==> src/rtl/mis_stim_gen.sv <==
// Two-output pulse-train generator for MIS delay-chain tests. Optional skew sweep
// between periods is enabled by defining STIM_SWEEP_EN.
module mis_stim_gen #(
  parameter int CNT_W = 8
) (
  input  logic             clk,
  input  logic             rst,
  input  logic             start,
  input  logic [CNT_W-1:0] cfg_skew,
  input  logic [CNT_W-1:0] cfg_width,
  input  logic [CNT_W-1:0] cfg_gap,
  input  logic [CNT_W-1:0] cfg_count,
  output logic             myin_A,
  output logic             myin_B,
  output logic             busy,
  output logic             done,
  output logic [CNT_W-1:0] pulse_cnt
);

  localparam int TW = CNT_W + 2;
  localparam logic [CNT_W-1:0] ZERO_C = {CNT_W{1'b0}};
  localparam logic [CNT_W-1:0] ONE_C  = {{(CNT_W-1){1'b0}}, 1'b1};
  localparam logic [TW-1:0]    ZERO_T = {TW{1'b0}};
  localparam logic [TW-1:0]    ONE_T  = {{(TW-1){1'b0}}, 1'b1};
`ifdef STIM_SWEEP_EN
  localparam logic [CNT_W-1:0] SKEW_MAX = {1'b0, {(CNT_W-1){1'b1}}};
`endif

  typedef enum logic [1:0] {
    S_IDLE = 2'd0,
    S_RUN  = 2'd1,
    S_DONE = 2'd2
  } state_t;

  state_t           state_q, state_d;
  logic [TW-1:0]    t_q, t_d;
  logic [CNT_W-1:0] skew_q, skew_d;
  logic [CNT_W-1:0] width_q, width_d;
  logic [CNT_W-1:0] gap_q, gap_d;
  logic [CNT_W-1:0] count_q, count_d;
  logic [CNT_W-1:0] pulse_cnt_q, pulse_cnt_d;
  logic             a_q, a_d, b_q, b_d, busy_q, busy_d, done_q, done_d;
  logic [TW-1:0]    period_m1_s, ta_s, tb_s, w_s;

  // Unsigned magnitude of a two's complement skew; the most negative value maps to 2^(CNT_W-1).
  function automatic logic [TW-1:0] mag(input logic [CNT_W-1:0] s);
    logic [CNT_W-1:0] m;
    if (s[CNT_W-1]) begin
      m = ~s + ONE_C;
    end else begin
      m = s;
    end
    return {2'b00, m};
  endfunction

  function automatic logic [TW-1:0] weff(input logic [CNT_W-1:0] w);
    logic [TW-1:0] r;
    if (w == ZERO_C) begin
      r = ONE_T;
    end else begin
      r = {2'b00, w};
    end
    return r;
  endfunction

  // Next-state, period counter and output decode of the next cycle.
  always_comb begin
    state_d     = state_q;
    t_d         = t_q;
    skew_d      = skew_q;
    width_d     = width_q;
    gap_d       = gap_q;
    count_d     = count_q;
    pulse_cnt_d = pulse_cnt_q;
    period_m1_s = mag(skew_q) + weff(width_q) + {2'b00, gap_q} - ONE_T;

    case (state_q)
      S_IDLE: begin
        if (start) begin
          skew_d      = cfg_skew;
          width_d     = cfg_width;
          gap_d       = cfg_gap;
          count_d     = cfg_count;
          pulse_cnt_d = ZERO_C;
          t_d         = ZERO_T;
          if (cfg_count == ZERO_C) begin
            state_d = S_DONE;
          end else begin
            state_d = S_RUN;
          end
        end else begin
          state_d = S_IDLE;
        end
      end
      S_RUN: begin
        if (t_q == period_m1_s) begin
          t_d         = ZERO_T;
          pulse_cnt_d = pulse_cnt_q + ONE_C;
`ifdef STIM_SWEEP_EN
          if (skew_q != SKEW_MAX) begin
            skew_d = skew_q + ONE_C;
          end else begin
            skew_d = skew_q;
          end
`endif
          if (pulse_cnt_q + ONE_C == count_q) begin
            state_d = S_DONE;
          end else begin
            state_d = S_RUN;
          end
        end else begin
          t_d = t_q + ONE_T;
        end
      end
      S_DONE:  state_d = S_IDLE;
      default: state_d = S_IDLE;
    endcase

    // Decode is taken from the next-cycle values so the outputs are pure flops.
    w_s = weff(width_d);
    if (skew_d[CNT_W-1]) begin
      ta_s = mag(skew_d);
      tb_s = ZERO_T;
    end else if (skew_d != ZERO_C) begin
      ta_s = ZERO_T;
      tb_s = mag(skew_d);
    end else begin
      ta_s = ZERO_T;
      tb_s = ZERO_T;
    end
    busy_d = (state_d == S_RUN);
    done_d = (state_d == S_DONE);
    a_d    = busy_d && (t_d >= ta_s) && (t_d < ta_s + w_s);
    b_d    = busy_d && (t_d >= tb_s) && (t_d < tb_s + w_s);
  end

  // State and output registers with synchronous reset.
  always_ff @(posedge clk) begin
    if (rst) begin
      state_q     <= S_IDLE;
      t_q         <= ZERO_T;
      skew_q      <= ZERO_C;
      width_q     <= ZERO_C;
      gap_q       <= ZERO_C;
      count_q     <= ZERO_C;
      pulse_cnt_q <= ZERO_C;
      a_q         <= 1'b0;
      b_q         <= 1'b0;
      busy_q      <= 1'b0;
      done_q      <= 1'b0;
    end else begin
      state_q     <= state_d;
      t_q         <= t_d;
      skew_q      <= skew_d;
      width_q     <= width_d;
      gap_q       <= gap_d;
      count_q     <= count_d;
      pulse_cnt_q <= pulse_cnt_d;
      a_q         <= a_d;
      b_q         <= b_d;
      busy_q      <= busy_d;
      done_q      <= done_d;
    end
  end

  assign myin_A    = a_q;
  assign myin_B    = b_q;
  assign busy      = busy_q;
  assign done      = done_q;
  assign pulse_cnt = pulse_cnt_q;

endmodule

==> config.mk <==
export PLATFORM = sky130hd
export DESIGN_NAME = mis_stim_gen
export DESIGN_NICKNAME = d
export VERILOG_FILES = /design/src/rtl/mis_stim_gen.sv
export SDC_FILE = /design/constraint.sdc
export NUM_CORES = 1
export LEC_CHECK = 0
export CAP_MARGIN = 0
export CORE_ASPECT_RATIO = 0.6
export CORE_MARGIN = 2
export CORE_UTILIZATION = 40
export DETAILED_ROUTE_END_ITERATION = 8
export GPL_TIMING_DRIVEN = 0
export SLEW_MARGIN = 20
export SYNTH_ARGS = -nofsm -noshare
export SYNTH_HDL_FRONTEND = slang
export SYNTH_SLANG_ARGS = --single-unit
==> constraint.sdc <==
create_clock -name clk -period 5.3 [get_ports clk]
set_input_delay 1.06 -clock clk [delete_from_list [all_inputs] [get_ports clk]]
set_output_delay 1.06 -clock clk [all_outputs]
set_load 0.01 [all_outputs]
==> impl_results.rst, run 1 <==
.. list-table::
   :header-rows: 1

   * - Metric
     - Value
   * - Outcome
     - complete, no violations
   * - Critical Path Start Type
     - register
   * - Total power
     - 1470 µW
   * - Hold Crit Endpoint
     - gap_q[6]
   * - Leak pwr
     - 0.00274 µW
   * - Share of layout cells above drive strength 1
     - 15.3%
   * - Maximum number of pins on one net before global-route repair
     - 16
   * - Avg Synthesized Cell Area
     - 7.75 µm²
   * - Final critical-path required period
     - 5.23 ns
   * - First-pass GRT wire length
     - 22600 µm
   * - Number of input and output port buffers inserted
     - 45
   * - Internal power consumption
     - 905 µW
   * - Die span in x
     - 147 µm
   * - TritonCTS buffer count
     - 5
   * - Primary flip-flop cell chosen by synthesis mapping
     - sky130_fd_sc_hd__dfxtp_1
   * - Internal reg-to-reg setup slack
     - 0.07 ns
   * - Routability cong.
     - 0.897
   * - Deepest level of the CTS H-tree
     - 2
   * - Critical path class
     - reg -> reg
   * - Die extent in y
     - 90.0 µm
   * - Sum of net half-perimeters after detailed placement
     - 11500 µm
   * - Routed length per placed instance
     - 16.7 µm
   * - Net switching share of the total power
     - 38.5%
   * - Worst-case clock skew
     - 0.00473 ns
   * - Share of total power in sequential cells
     - 31.0%
   * - Clock sink count
     - 56
   * - Crit path max fanout
     - 5
   * - Unrepaired setup endpoints after global routing
     - true
   * - Delay contributed by the slowest stage of the critical path
     - 0.55 ns
   * - Yosys warns
     - 0
   * - Hold wc startpoint
     - gap_q[6]
   * - Length in cells of the worst reg-to-reg path
     - 25
   * - Number of hold-slack violations in the final timing report
     - 0
   * - Library cells used by synthesis
     - 53
   * - Normalized max-slew margin
     - 47.4%
   * - Critical Path Slowest Stage Cell
     - sky130_fd_sc_hd__fa_2
   * - Initial Util
     - 40.9%
   * - Detailed router's first-iteration violation count
     - 358
   * - Worst hold path depth
     - 2
   * - Area delta synth->final
     - 26.1%
   * - Worst Hold Class
     - reg -> reg
   * - Required time reported for the critical path endpoint
     - 5.50 ns
   * - Placed instance count
     - 847
   * - IR drop worst, VDD
     - 0.133 mV
   * - Clock tree from TritonCTS
     - done
   * - Most common cell in the netlist
     - sky130_fd_sc_hd__nand2_1
   * - Netlist Area Pre-Place
     - 0.00493 mm²
   * - # IOs
     - 47
   * - Cell type with the highest aggregate area in the netlist
     - sky130_fd_sc_hd__dfxtp_1
   * - Commonest cells post-synth
     - sky130_fd_sc_hd__nand2_1, sky130_fd_sc_hd__ha_1, sky130_fd_sc_hd__inv_1
   * - Ratio of final minimum period to clock period
     - 98.6%
   * - Net load switching power
     - 566 µW
   * - Slew Limit Fails
     - 0
   * - Clock-pin transition on the worst setup and hold timing paths
     - 0.07 ns
   * - Crit Reg-Reg Startpoint
     - width_q[7]
   * - Post-CTS Hold Buffers
     - 0
   * - GRT Total Usage
     - 21.6%
   * - Transition time at the pin with the least slew margin
     - 0.781 ns
   * - Met1 demand-to-capacity share in global routing
     - 34.9%
   * - Global-route layer with the greatest usage
     - met1
   * - Net count after synthesis
     - 749
   * - Met3 layer usage reported by global route
     - 4.47%
   * - Net count, final
     - 816
   * - Kind of capture point of the worst setup path
     - register
   * - Initial antenna violation count
     - 0
   * - R2R Path End
     - myin_A
   * - Fraction of post-synthesis cell area in the top cell type by area
     - 22.7%
   * - Crit path DAT
     - 5.43 ns
   * - Fillers
     - 1142
   * - F_max
     - 191 MHz
   * - Non-filler cells, final
     - 869
   * - Sequential Area
     - 0.00113 mm²
   * - Number of global-route vias before repair
     - 4300
   * - Share of async-settable or async-resettable flops after synthesis
     - 0%
   * - Gate Count Post-Synth
     - 637
   * - Pre-antenna DRT Iters
     - 5
   * - Via-per-instance ratio
     - 5.36
   * - Diodes inserted
     - 0
   * - Largest cells by area after synthesis
     - sky130_fd_sc_hd__dfxtp_1, sky130_fd_sc_hd__ha_1, sky130_fd_sc_hd__a21oi_1, sky130_fd_sc_hd__nand2_1, sky130_fd_sc_hd__inv_1
   * - DIE AREA
     - 0.0133 mm²
   * - DRC violation count after routing
     - 0
   * - Power density over cell area
     - 237 mW/mm²
   * - Root Buffer
     - sky130_fd_sc_hd__clkbuf_16
   * - Via count
     - 4655
   * - Total setup violations reported at the end of the flow
     - 0
   * - Clock buffer depth
     - 2
   * - Clk pwr share
     - 22.1%
   * - Latest clock arrival within the worst-skew pair
     - 0.30 ns
   * - Multi-input gate area in the final layout
     - 0.00383 mm²
   * - Post-synthesis sequential area ratio
     - 22.7%
   * - Number of maximum-capacitance violations
     - 0
   * - Total Wirelength
     - 14600 µm
   * - Global-route track usage on met2
     - 29.1%
   * - Register bit total from synthesis
     - 56
   * - Post-route antenna net violation count
     - 0
   * - Cell Rows
     - 31
   * - Aggregate global routing overflow
     - 0
   * - Number of flops mapped to enable cells by yosys
     - 0
   * - Core footprint
     - 0.0121 mm²
   * - Fraction of power consumed by combinational cells
     - 46.9%
## power groups by stage
stage	sequential (µW)	combinational, µW	clock (µW)
final	456	690	326
after global routing	457	760	350
after CTS	452	631	333
after detailed placement	462	607	0
after global placement	461	592	0
after floorplan	458	441	0
## flip-flops by register name (all words and copies together) (netlist names)
| name | count |
|---|---|
| pulse_cnt | 8 |
| skew_q | 8 |
| count_q | 8 |
| t_q | 10 |
| myin_B | 1 |
| state_q | 2 |
| busy | 1 |
| done | 1 |
| myin_A | 1 |
| width_q | 8 |
| gap_q | 8 |
## layout make-up
class | instances | share of cell area, %
multi-input cells | 498 | 61.6
repair buffers | 61 | 9.23
plain buffers | 16 | 1.53
well taps | 165 | 3.32
clock buffers | 6 | 2.07
clock inverters | 1 | 0.0805
flip-flops and latches | 56 | 18.2
inverters | 66 | 3.98
## worst max-delay path by stage
stage                from      to  slack [ns]  depth (start not counted)
4_1_cts         skew_q[0]  myin_B        0.03                         24
3_3_place_gp        start  myin_B       -1.04                         23
6_report       width_q[7]  myin_A        0.07                         25
2_1_floorplan       start  myin_B        0.42                         21
3_5_place_dp        start  myin_B       -1.12                         23
5_1_grt        width_q[3]  myin_A       -0.15                         25
## layer usage
metal  up-vias  part of all wire (%)
met4         0                  0.63
met5         -                     0
met2       140                    39
met3        12                   6.2
met1      2187                    54
li1       2316                     -
## placed cells by master, fill, tap and decap left out, types with 6 or more instances in the layout
master and instances:
sky130_fd_sc_hd__nand2b_1 13, sky130_fd_sc_hd__nor2b_1 16, sky130_fd_sc_hd__nand3b_1 6, sky130_fd_sc_hd__nand4_1 8
sky130_fd_sc_hd__and3_1 8, sky130_fd_sc_hd__or3_1 7, sky130_fd_sc_hd__dfxtp_1 47, sky130_fd_sc_hd__a21oi_2 17
sky130_fd_sc_hd__o21ai_1 6, sky130_fd_sc_hd__nand3_1 17, sky130_fd_sc_hd__a21oi_1 43, sky130_fd_sc_hd__nand2_1 72
sky130_fd_sc_hd__clkdlybuf4s50_1 44, sky130_fd_sc_hd__ha_1 56, sky130_fd_sc_hd__ha_4 7, sky130_fd_sc_hd__a21o_1 15
sky130_fd_sc_hd__dfxtp_2 9, sky130_fd_sc_hd__nor2_1 50, sky130_fd_sc_hd__clkbuf_1 9, sky130_fd_sc_hd__o21ai_0 25
sky130_fd_sc_hd__inv_2 7, sky130_fd_sc_hd__xor2_1 19, sky130_fd_sc_hd__xnor2_1 22, sky130_fd_sc_hd__nor3_1 7
sky130_fd_sc_hd__fa_1 9, sky130_fd_sc_hd__buf_4 17, sky130_fd_sc_hd__inv_1 59
## critical path: cells and delay by family (launching register included)
| kind | cells | cell delay, ns |
|---|---|---|
| AO/OA/AOI/OAI | 11 | 1.78 |
| buffers and inverters | 4 | 0.40 |
| flip-flops | 1 | 0.38 |
| AND/OR/NAND/NOR | 4 | 0.74 |
| XOR/XNOR | 1 | 0.19 |
| adder cells (fa/ha/maj) | 5 | 1.63 |
## through the flow
step / util, % / worst slack, ns / instance area, µm² / hold WS (ns) / setup TNS [ns]
after global routing: 51.6 / -0.153 / 6220 / 0.484 / -0.262
after detailed placement: 46.4 / -1.12 / 5590 / 0.450 / -2.16
after floorplan: - / 0.422 / 4930 / 0.436 / 0
after global placement: 46.4 / -1.04 / 5590 / 0.448 / -2.00
final: 51.6 / 0.0738 / 6220 / 0.459 / 0
after CTS: 48.6 / 0.0316 / 5870 / 0.460 / 0
## cell families (layout without fill, tap and decap cells)
family	Yosys count	count (layout)	share of synthesized area [%]
buf+inv	83	150	6.52
simple gates	231	231	23.3
xor+xnor	42	42	7.45
flops	56	56	22.7
fa+ha+maj	77	77	21.0
mux	8	8	1.65
compound gates	140	140	17.3
## what timing repair did
item                       in CTS  in global routing
gates cloned                    0                  0
setup buffers                   4                 12
pin swaps                       2                 32
setup endpoints to repair       2                  2
resized for setup              38                 65
No activity file was read; power rests on OpenSTA's default activity.
==> inputs of run 2 (changes only) <==
Settings changed: CORE_MARGIN 2 to not set.
==> run 2 against run 1 <==
Sequential share of layout area fell by 0.31 points. Count of clock-buffer cells in the layout did not move. Die area fell by 3.5%. Sequential power barely moved. Flip-flop and latch count did not move. Fmax rose by 1.7%. Routed wire length fell by 0.95%. Worst hold slack improved by 0.00055 ns. Global-route usage rose by 0.91 points. First-iteration DRC count fell by 3.4%. Design area rose by 1.2%. Critical path depth fell by 2.
==> impl_results.rst, run 2 (same netlist as run 1, synthesis figures left out) <==
.. list-table::
   :header-rows: 1

   * - Metric
     - Value
   * - Worst hold path depth
     - 2 (unchanged)
   * - Register name with the most flops
     - t_q
   * - GRT Total Usage
     - 22.5% (+0.91 points)
   * - Core footprint
     - 0.0116 mm² (-3.5%)
   * - Via count
     - 4679 (+0.52%)
   * - Routability cong.
     - 0.886 (-1.3%)
   * - Root Buffer
     - sky130_fd_sc_hd__clkbuf_16
   * - Power density over cell area
     - 246 mW/mm² (+3.8%)
   * - Most frequent cells in the layout
     - sky130_fd_sc_hd__nand2_1, sky130_fd_sc_hd__inv_1, sky130_fd_sc_hd__dfxtp_1, sky130_fd_sc_hd__nor2_1, sky130_fd_sc_hd__ha_1
   * - Post-CTS Hold Buffers
     - 0 (unchanged)
   * - Initial Util
     - 42.4% (+1.5 points)
   * - Deepest level of the CTS H-tree
     - 2 (unchanged)
   * - Maximum number of pins on one net before global-route repair
     - 17 (+1)
   * - Multi-input gate area in the final layout
     - 0.00389 mm² (+1.4%)
   * - Clock-pin transition on the worst setup and hold timing paths
     - 0.08 ns (about the same)
   * - DRC violation count after routing
     - 0 (unchanged)
   * - F_max
     - 195 MHz (+1.7%)
   * - Net load switching power
     - 583 µW (+2.9%)
   * - Sequential Area
     - 0.00113 mm² (-0.55%)
   * - Worst Hold Class
     - reg -> reg
   * - Number of flip-flops in the largest register
     - 10 (unchanged)
   * - Share of total power in sequential cells
     - 29.4% (-1.6 points)
   * - Length in cells of the worst reg-to-reg path
     - 23 (-8.0%)
   * - Slew Limit Fails
     - 0 (unchanged)
   * - Fillers
     - 1076 (-5.8%)
   * - DIE AREA
     - 0.0128 mm² (-3.5%)
   * - Internal reg-to-reg setup slack
     - 0.16 ns (+0.09 ns)
   * - Initial antenna violation count
     - 0 (unchanged)
   * - Final critical-path required period
     - 5.14 ns (-0.0871 ns)
   * - Most common cell after layout, fill and taps aside
     - sky130_fd_sc_hd__nand2_1
   * - Leak pwr
     - 0.00275 µW (+0.61%)
   * - Number of input and output port buffers inserted
     - 45 (unchanged)
   * - Via-per-instance ratio
     - 5.41 (+0.98%)
   * - Number of maximum-capacitance violations
     - 0 (unchanged)
   * - Transition time at the pin with the least slew margin
     - 0.849 ns (+0.0686 ns)
   * - Clock buffer depth
     - 2 (unchanged)
   * - Cell Rows
     - 30 (-3.2%)
   * - Post-route antenna net violation count
     - 0 (unchanged)
   * - Pre-antenna DRT Iters
     - 5 (unchanged)
   * - TritonCTS buffer count
     - 5 (unchanged)
   * - Detailed router's first-iteration violation count
     - 346 (-3.4%)
   * - Kind of capture point of the worst setup path
     - register
   * - Ratio of final minimum period to clock period
     - 97.0% (-1.6 points)
   * - # IOs
     - 47 (unchanged)
   * - Hold Crit Endpoint
     - gap_q[1]
   * - R2R Path End
     - myin_B
   * - Critical Path Start Type
     - register
   * - Clk pwr share
     - 24.8% (+2.7 points)
   * - Diodes inserted
     - 0 (unchanged)
   * - Crit Reg-Reg Startpoint
     - width_q[6]
   * - Latest clock arrival within the worst-skew pair
     - 0.30 ns (about the same)
   * - Critical path class
     - reg -> reg
   * - Non-filler cells, final
     - 865 (-0.46%)
   * - Net count, final
     - 816 (unchanged)
   * - Crit path DAT
     - 5.34 ns (-0.09 ns)
   * - Clock tree from TritonCTS
     - done
   * - Die extent in y
     - 88.0 µm (-2.2%)
   * - First-pass GRT wire length
     - 22300 µm (-1.6%)
   * - IR drop worst, VDD
     - 0.194 mV (+46%)
   * - Core utilization of the finished layout
     - 54.1% (+2.5 points)
   * - Unrepaired setup endpoints after global routing
     - true
   * - Total power
     - 1550 µW (+5.0%)
   * - Total setup violations reported at the end of the flow
     - 0 (unchanged)
   * - Worst-case clock skew
     - 0.00653 ns (+0.00180 ns)
   * - Net switching share of the total power
     - 37.7% (-0.78 points)
   * - Share of layout cells above drive strength 1
     - 15.9% (+0.55 points)
   * - Internal power consumption
     - 963 µW (+6.3%)
   * - Hold wc startpoint
     - gap_q[1]
   * - Aggregate global routing overflow
     - 0 (unchanged)
   * - Placed instance count
     - 842 (-0.59%)
   * - Number of global-route vias before repair
     - 4150 (-3.5%)
   * - Number of hold-slack violations in the final timing report
     - 0 (unchanged)
   * - Area delta synth->final
     - 27.5%
   * - Fraction of power consumed by combinational cells
     - 45.8% (-1.1 points)
   * - Crit path max fanout
     - 5 (unchanged)
   * - Routed length per placed instance
     - 16.7 µm (-0.49%)
   * - Sum of net half-perimeters after detailed placement
     - 11500 µm (+0.34%)
   * - Final hold slack
     - 0.460 ns (+0.000548 ns)
   * - Die span in x
     - 145 µm (-1.4%)
   * - Total Wirelength
     - 14400 µm (-0.95%)
   * - Outcome
     - complete, no violations
   * - Required time reported for the critical path endpoint
     - 5.50 ns (about the same)
   * - Clock sink count
     - 56 (unchanged)
   * - Sum of negative setup slack
     - 0 ns (unchanged)
   * - Normalized max-slew margin
     - 42.8% (-4.6 points)
run 2: cell types whose count changed in the layout (fill, tap and decap cells not counted), sizes merged:
cell and change:
bufinv +1, dlymetal6s2s +1, buf -1, clkbuf +1
clkdlybuf4s15 -1
run 2: how the worst max path moves through the flow:
stage | startpoint | end | slack (ns)
floorplan | start | myin_B | 0.42
global placement | start | myin_B | -1.01
detailed placement | start | myin_B | -1.02
CTS | start | myin_A | 0.0002
global route | width_q[3] | myin_A | -0.09
finish | width_q[6] | myin_B | 0.16
run 2: repair_timing:
item	4_1_cts	5_1_grt
gates resized for setup	36	68
setup buffers	2	14
setup endpoints to repair	2	2
pin swaps	6	35
hold endpoints to repair	0	0
run 2: layout make-up:
cell class                      count  share of cell area, %
Multi-Input combinational cell    498                   61.7
Tap cell                          160                   3.18
Timing Repair Buffer               61                   9.17
Sequential cell                    56                   17.9
Clock inverter                      2                  0.557
Inverter                           66                   3.94
Clock buffer                        6                   2.05
Buffer                             16                   1.47
run 2: power by group through the flow:
stage | Clock, µW | Sequential [µW] | Combinational (µW)
2_1_floorplan | 0 | 458 | 441
3_3_place_gp | 0 | 461 | 592
3_5_place_dp | 0 | 462 | 608
4_1_cts | 389 | 452 | 628
5_1_grt | 411 | 457 | 779
6_report | 383 | 455 | 708
run 2: through the flow:
step	setup slack [ns]	area (µm²)
3_3_place_gp	-1.01	5590
3_5_place_dp	-1.02	5590
5_1_grt	-0.0864	6290
4_1_cts	0.000212	5870
6_report	0.161	6290
2_1_floorplan	0.422	4930
run 2: per-layer routing:
metal  vias up  global-route usage (%)  part of all wire (%)
met5         -                       0                     0
met4         0                    2.20                  0.40
met3         4                    3.91                   5.8
met2       135                    30.3                    38
met1      2220                    36.6                    56
li1       2320                       -                     -
run 2: worst max-delay path, stage by stage, from the launching register on:
cell and delay (ns):
sky130_fd_sc_hd__dfxtp_2 0.33, sky130_fd_sc_hd__nor4_2 0.28, sky130_fd_sc_hd__a41oi_2 0.14, sky130_fd_sc_hd__ha_2 0.21, sky130_fd_sc_hd__inv_2 0.05, sky130_fd_sc_hd__fa_1 0.42, sky130_fd_sc_hd__ha_2 0.21, sky130_fd_sc_hd__inv_2 0.06
sky130_fd_sc_hd__fa_2 0.46, sky130_fd_sc_hd__xor2_1 0.17, sky130_fd_sc_hd__o2111ai_2 0.15, sky130_fd_sc_hd__nor4_4 0.33, sky130_fd_sc_hd__o211ai_2 0.17, sky130_fd_sc_hd__o311ai_4 0.35, sky130_fd_sc_hd__buf_6 0.17, sky130_fd_sc_hd__o21ai_0 0.09
sky130_fd_sc_hd__a21o_2 0.31, sky130_fd_sc_hd__ha_2 0.21, sky130_fd_sc_hd__a21o_1 0.17, sky130_fd_sc_hd__a21o_1 0.16, sky130_fd_sc_hd__a21oi_2 0.15, sky130_fd_sc_hd__buf_4 0.13, sky130_fd_sc_hd__a41oi_2 0.14, sky130_fd_sc_hd__nor4_1 0.19
